--- src/rtl/cnt_bcd_converter.sv ---
// Sequential binary-to-BCD converter (double dabble, one bit per clock).
// Optional macro AUTO_TRIGGER_EN: self-triggers on input change, pulsed output.
module cnt_bcd_converter #(
  parameter int IN_W = 8,
  parameter int NDIG = 3
) (
  input  logic                clk,
  input  logic                areset,
  input  logic                in_valid,
  output logic                in_ready,
  input  logic [IN_W-1:0]     in_bin,
  output logic                out_valid,
  input  logic                out_ready,
  output logic [4*NDIG-1:0]   out_bcd,
  output logic                busy
);

  localparam int BW = 4 * NDIG;
  localparam int IW = $clog2(IN_W + 1);

  function automatic longint unsigned pow10(input int n);
    longint unsigned p;
    p = 1;
    for (int k = 0; k < n; k++) p = p * 10;
    return p;
  endfunction

  localparam longint unsigned MAXV = (64'd1 << IN_W) - 64'd1;

  generate
    if (pow10(NDIG) <= MAXV) begin : g_ndig_check
      $error("NDIG too small for IN_W");
    end
  endgenerate

  typedef enum logic [1:0] {
    S_IDLE,
    S_SHIFT,
    S_HOLD
  } state_t;

  state_t r_state;
  state_t w_next;

  logic [IN_W-1:0] r_bin;
  logic [BW-1:0]   r_scr;
  logic [IW-1:0]   r_iter;
  logic [BW-1:0]   r_out_bcd;
  logic            r_out_valid;

  logic [BW-1:0]   w_adj;
  logic [BW-1:0]   w_scr_nx;
  logic [IN_W-1:0] w_bin_nx;
  logic            w_start;
  logic            w_done;

`ifdef AUTO_TRIGGER_EN
  logic [IN_W-1:0] r_last_bin;
  logic            r_first;

  assign w_start = (r_state == S_IDLE) &&
                   (r_first || (in_bin != r_last_bin));
`else
  assign w_start = (r_state == S_IDLE) && in_valid;
`endif

  assign w_done = (r_state == S_SHIFT) && (r_iter == IW'(1));

  always_comb begin
    w_adj = r_scr;
    for (int d = 0; d < NDIG; d++) begin
      if (r_scr[4*d +: 4] >= 4'd5)
        w_adj[4*d +: 4] = r_scr[4*d +: 4] + 4'd3;
    end
  end

  assign w_scr_nx = {w_adj[BW-2:0], r_bin[IN_W-1]};
  assign w_bin_nx = {r_bin[IN_W-2:0], 1'b0};

  always_ff @(posedge clk or negedge areset) begin
    if (!areset) r_state <= S_IDLE;
    else         r_state <= w_next;
  end

  always_comb begin
    w_next = r_state;
    unique case (r_state)
      S_IDLE:  if (w_start) w_next = S_SHIFT;
      S_SHIFT: begin
        if (w_done) begin
`ifdef AUTO_TRIGGER_EN
          w_next = S_IDLE;
`else
          w_next = S_HOLD;
`endif
        end
      end
      S_HOLD:  if (out_ready) w_next = S_IDLE;
      default: w_next = S_IDLE;
    endcase
  end

  always_ff @(posedge clk or negedge areset) begin
    if (!areset) begin
      r_bin       <= '0;
      r_scr       <= '0;
      r_iter      <= '0;
      r_out_bcd   <= '0;
      r_out_valid <= 1'b0;
`ifdef AUTO_TRIGGER_EN
      r_last_bin  <= '0;
      r_first     <= 1'b1;
`endif
    end else begin
`ifdef AUTO_TRIGGER_EN
      r_out_valid <= 1'b0;
`endif
      if (w_start) begin
        r_bin  <= in_bin;
        r_scr  <= '0;
        r_iter <= IW'(IN_W);
`ifdef AUTO_TRIGGER_EN
        r_last_bin <= in_bin;
        r_first    <= 1'b0;
`endif
      end else if (r_state == S_SHIFT) begin
        r_bin  <= w_bin_nx;
        r_scr  <= w_scr_nx;
        r_iter <= r_iter - IW'(1);
        if (w_done) begin
          r_out_bcd   <= w_scr_nx;
          r_out_valid <= 1'b1;
        end
      end
`ifndef AUTO_TRIGGER_EN
      else if ((r_state == S_HOLD) && out_ready) begin
        r_out_valid <= 1'b0;
      end
`endif
    end
  end

  assign in_ready  = (r_state == S_IDLE);
  assign busy      = (r_state != S_IDLE);
  assign out_valid = r_out_valid;
  assign out_bcd   = r_out_bcd;

endmodule

--- config.mk ---
export PLATFORM = sky130hd
export DESIGN_NAME = cnt_bcd_converter
export DESIGN_NICKNAME = d
export VERILOG_FILES = /design/src/rtl/cnt_bcd_converter.sv
export SDC_FILE = /design/constraint.sdc
export NUM_CORES = 1
export LEC_CHECK = 0
export CAP_MARGIN = 25
export CORE_ASPECT_RATIO = 1.75
export CORE_UTILIZATION = 45
export DETAILED_ROUTE_END_ITERATION = 8
export PLACE_DENSITY = 0.68
export REMOVE_ABC_BUFFERS = 1
export SKIP_LAST_GASP = 1
export SLEW_MARGIN = 20
export SYNTH_ARGS = -nofsm -noshare
export SYNTH_HDL_FRONTEND = slang
export SYNTH_SLANG_ARGS = --single-unit
--- constraint.sdc ---
create_clock -name clk -period 5 [get_ports clk]
set_clock_uncertainty 0.2 [all_clocks]
set_input_delay 1.25 -clock clk [delete_from_list [all_inputs] [get_ports clk]]
set_output_delay 1.25 -clock clk [all_outputs]
set_load 0.1 [all_outputs]
==> flow_summary.yaml <==
status:
  status: "completed"
clock_network:
  ctsHoldBuffers: 0
  cts_tree: "yes"
  cts_buffers: 5
  clkSlewWorstSetupHoldPaths_ns: 0.07
  clockBufferDepth: 2
  cts.sinks: 39
  cts_resized: 0
  root_buffer: "clkbuf_8"
  clk_latency_ns: 0.29
  postCtsSetupRepairBufs: 0
  htreeDepth: 2
setup_path:
  cpMaxStageDelayCell: "clkdlybuf4s50_1"
  cp_max_fo: 21
  worstPathCellList: "nor2_1 -> inv_1 -> clkdlybuf4s50_1"
  crit_cells: 3
  max_stage_delay_ns: 1.12
  worstSetupPathType: "reg2out"
  start_kind: "flop"
  critical_path.top_delay_family: "buffers and inverters"
  r2r_cells: 3
  path_buf_inv: 2
  cp.required_ns: 3.55
  cp_data_arrival_time_ns: 2.35
  endpoint_kind: "output pin"
min_path:
  hold_path_depth: 2
  hold_class: "reg2reg"
synthesis:
  synth_flop_cell: "dfrtp_1"
  yosysSeqAreaShare_pct: 51.5
  syn-cell-area_mm2: 0.00190
  ys_types: 24
  async_flop_share_pct: 100
  synth_cells: 182
  synth_edf_count: 0
  post-synth-top-area-fraction_pct: 51.5
  yosys_warnings: 0
  ys_ff_latch: 39
  synth_top_cell_by_area: "dfrtp_1"
  syn_avg_cell_area_um2: 10.4
  netlist_top_cells_area: "dfrtp_1 51%, o21ai_0 6.3%, mux2_4 5.5%"
drt:
  routed_via_density: 5.63
  routedWlPerCell_um: 14.8
  wl_mm: 3.80
  drc: 0
  drt_iter0_markers: 31
  route.vias.total: 1446
  drt-pass1-iter-count: 6
  ant_nets: 0
global_routing:
  grt_use_total_pct: 20.3
  grt_max_degree: 40
  antenna_found_initial: 0
  grt_pass1_wl_mm: 6.76
  grt_remaining_overflow: 0
  first_global_vias: 1522
sta:
  fmax_mhz: 263
  post-route-period-util_pct: 76.0
  slew_violations: 0
  slew_headroom_pct: 35.4
  tightest_slew_ns: 0.966
  rsz0062_at_grt: "false"
  fin_setup_tns_ns: 0
  finalSetupViolations: 0
  min_period_ns: 3.80
  finalHoldViolCount: 0
final_layout:
  area_growth_pct: 19.3
  layout-drive-gt1-share_pct: 10.0
  nets: 229
  final_cell_mix: "39 x dfrtp_1, 26 x nand2_1, 25 x clkdlybuf4s50_1"
  multi_input_area_um2: 827
  nFillCells: 358
  layout_commonest_cell: "dfrtp_1"
  diodes: 0
  seq_area_um2: 976
place:
  hpwl_mm: 2.75
  place.gp.congestion: 0.793
  port_buffers: 26
floorplan:
  die_h_um: 87.9
  core_mm2: 0.00394
  io_pins: 27
  dieArea_mm2: 0.00449
  num_rows: 30
  die_w_um: 51.1
  start_util_pct: 48.1
job:
  maxCapViolCount: 0
[cells by family after synthesis]
group           Yosys count  synth area share, %
compound gates           54                 17.1
buf+inv                  19                 4.88
flops                    39                 51.5
mux                      11                 7.92
simple gates             48                 11.9
xor+xnor                  3                 1.39
fa+ha+maj                 8                 5.28
[worst register-to-register path, cell delays in order, from the launching register on]
cell and delay, ns:
dfrtp_1 0.74, and4bb_1 0.32, nand2b_1 0.48, mux2_4 0.49
[synthesized netlist by cell type (4+ instances only)]
cell type / n
dfrtp_1: 39
nand2_1: 26
o21ai_0: 24
inv_1: 11
a22o_1: 8
ha_1: 8
nand2b_1: 8
a21oi_1: 7
a22oi_1: 7
mux2_4: 7
nor2_1: 7
buf_2: 5
mux2_2: 4
o21ai_1: 4
[per-layer routing]
layer / GRT usage, % / wire length, um / up-vias
met1: 21.7 / 1580 / 732
met5: 0 / 0 / -
li1: - / - / 682
met3: 4.34 / 115 / 5
met2: 37.9 / 2040 / 27
met4: 7.58 / 62 / 0
[metrics by stage]
stage	utilization, %	hold slack, ns	cells	setup WS [ns]	instance area [um2]
2_1_floorplan	-	0.251	174	0.756	1840
3_3_place_gp	55.2	0.265	250	1.53	2170
3_5_place_dp	55.2	0.280	250	1.51	2170
4_1_cts	57.4	0.297	257	1.19	2260
5_1_grt	57.4	0.331	257	1.07	2260
6_report	57.4	0.288	257	1.20	2260
[layout make-up]
cell class	instances	area share, %
Clock buffer	6	3.65
Clock inverter	1	0.221
Inverter	11	1.83
Multi-Input combinational cell	124	36.6
Sequential cell	39	43.1
Tap cell	48	2.65
Timing Repair Buffer	28	11.9
[flip-flops by register name (all words and copies together), names as in the netlist]
signal / count
r_bin: 8
out_valid: 1
r_iter: 4
r_state: 2
out_bcd: 12
r_scr: 12
[path summary, 6_finish.rpt]
kind                                         from                endpoint  slack (ns)
min in group asynchronous                  areset   r_iter[0]$_DFFE_PN0P_        0.87
setup / recovery           r_state[0]$_DFFE_PN0P_                    busy        1.20
hold / removal             out_bcd[2]$_DFFE_PN0P_  out_bcd[2]$_DFFE_PN0P_        0.29
max in group asynchronous                  areset    r_scr[0]$_DFFE_PN0P_        3.19
hold reg to reg            out_bcd[2]$_DFFE_PN0P_  out_bcd[2]$_DFFE_PN0P_        0.29
setup reg to reg           r_state[0]$_DFFE_PN0P_  out_bcd[9]$_DFFE_PN0P_        2.64
Power is not shown: default switching activity piles up to over one toggle a cycle in this logic, so the estimate is an artifact.
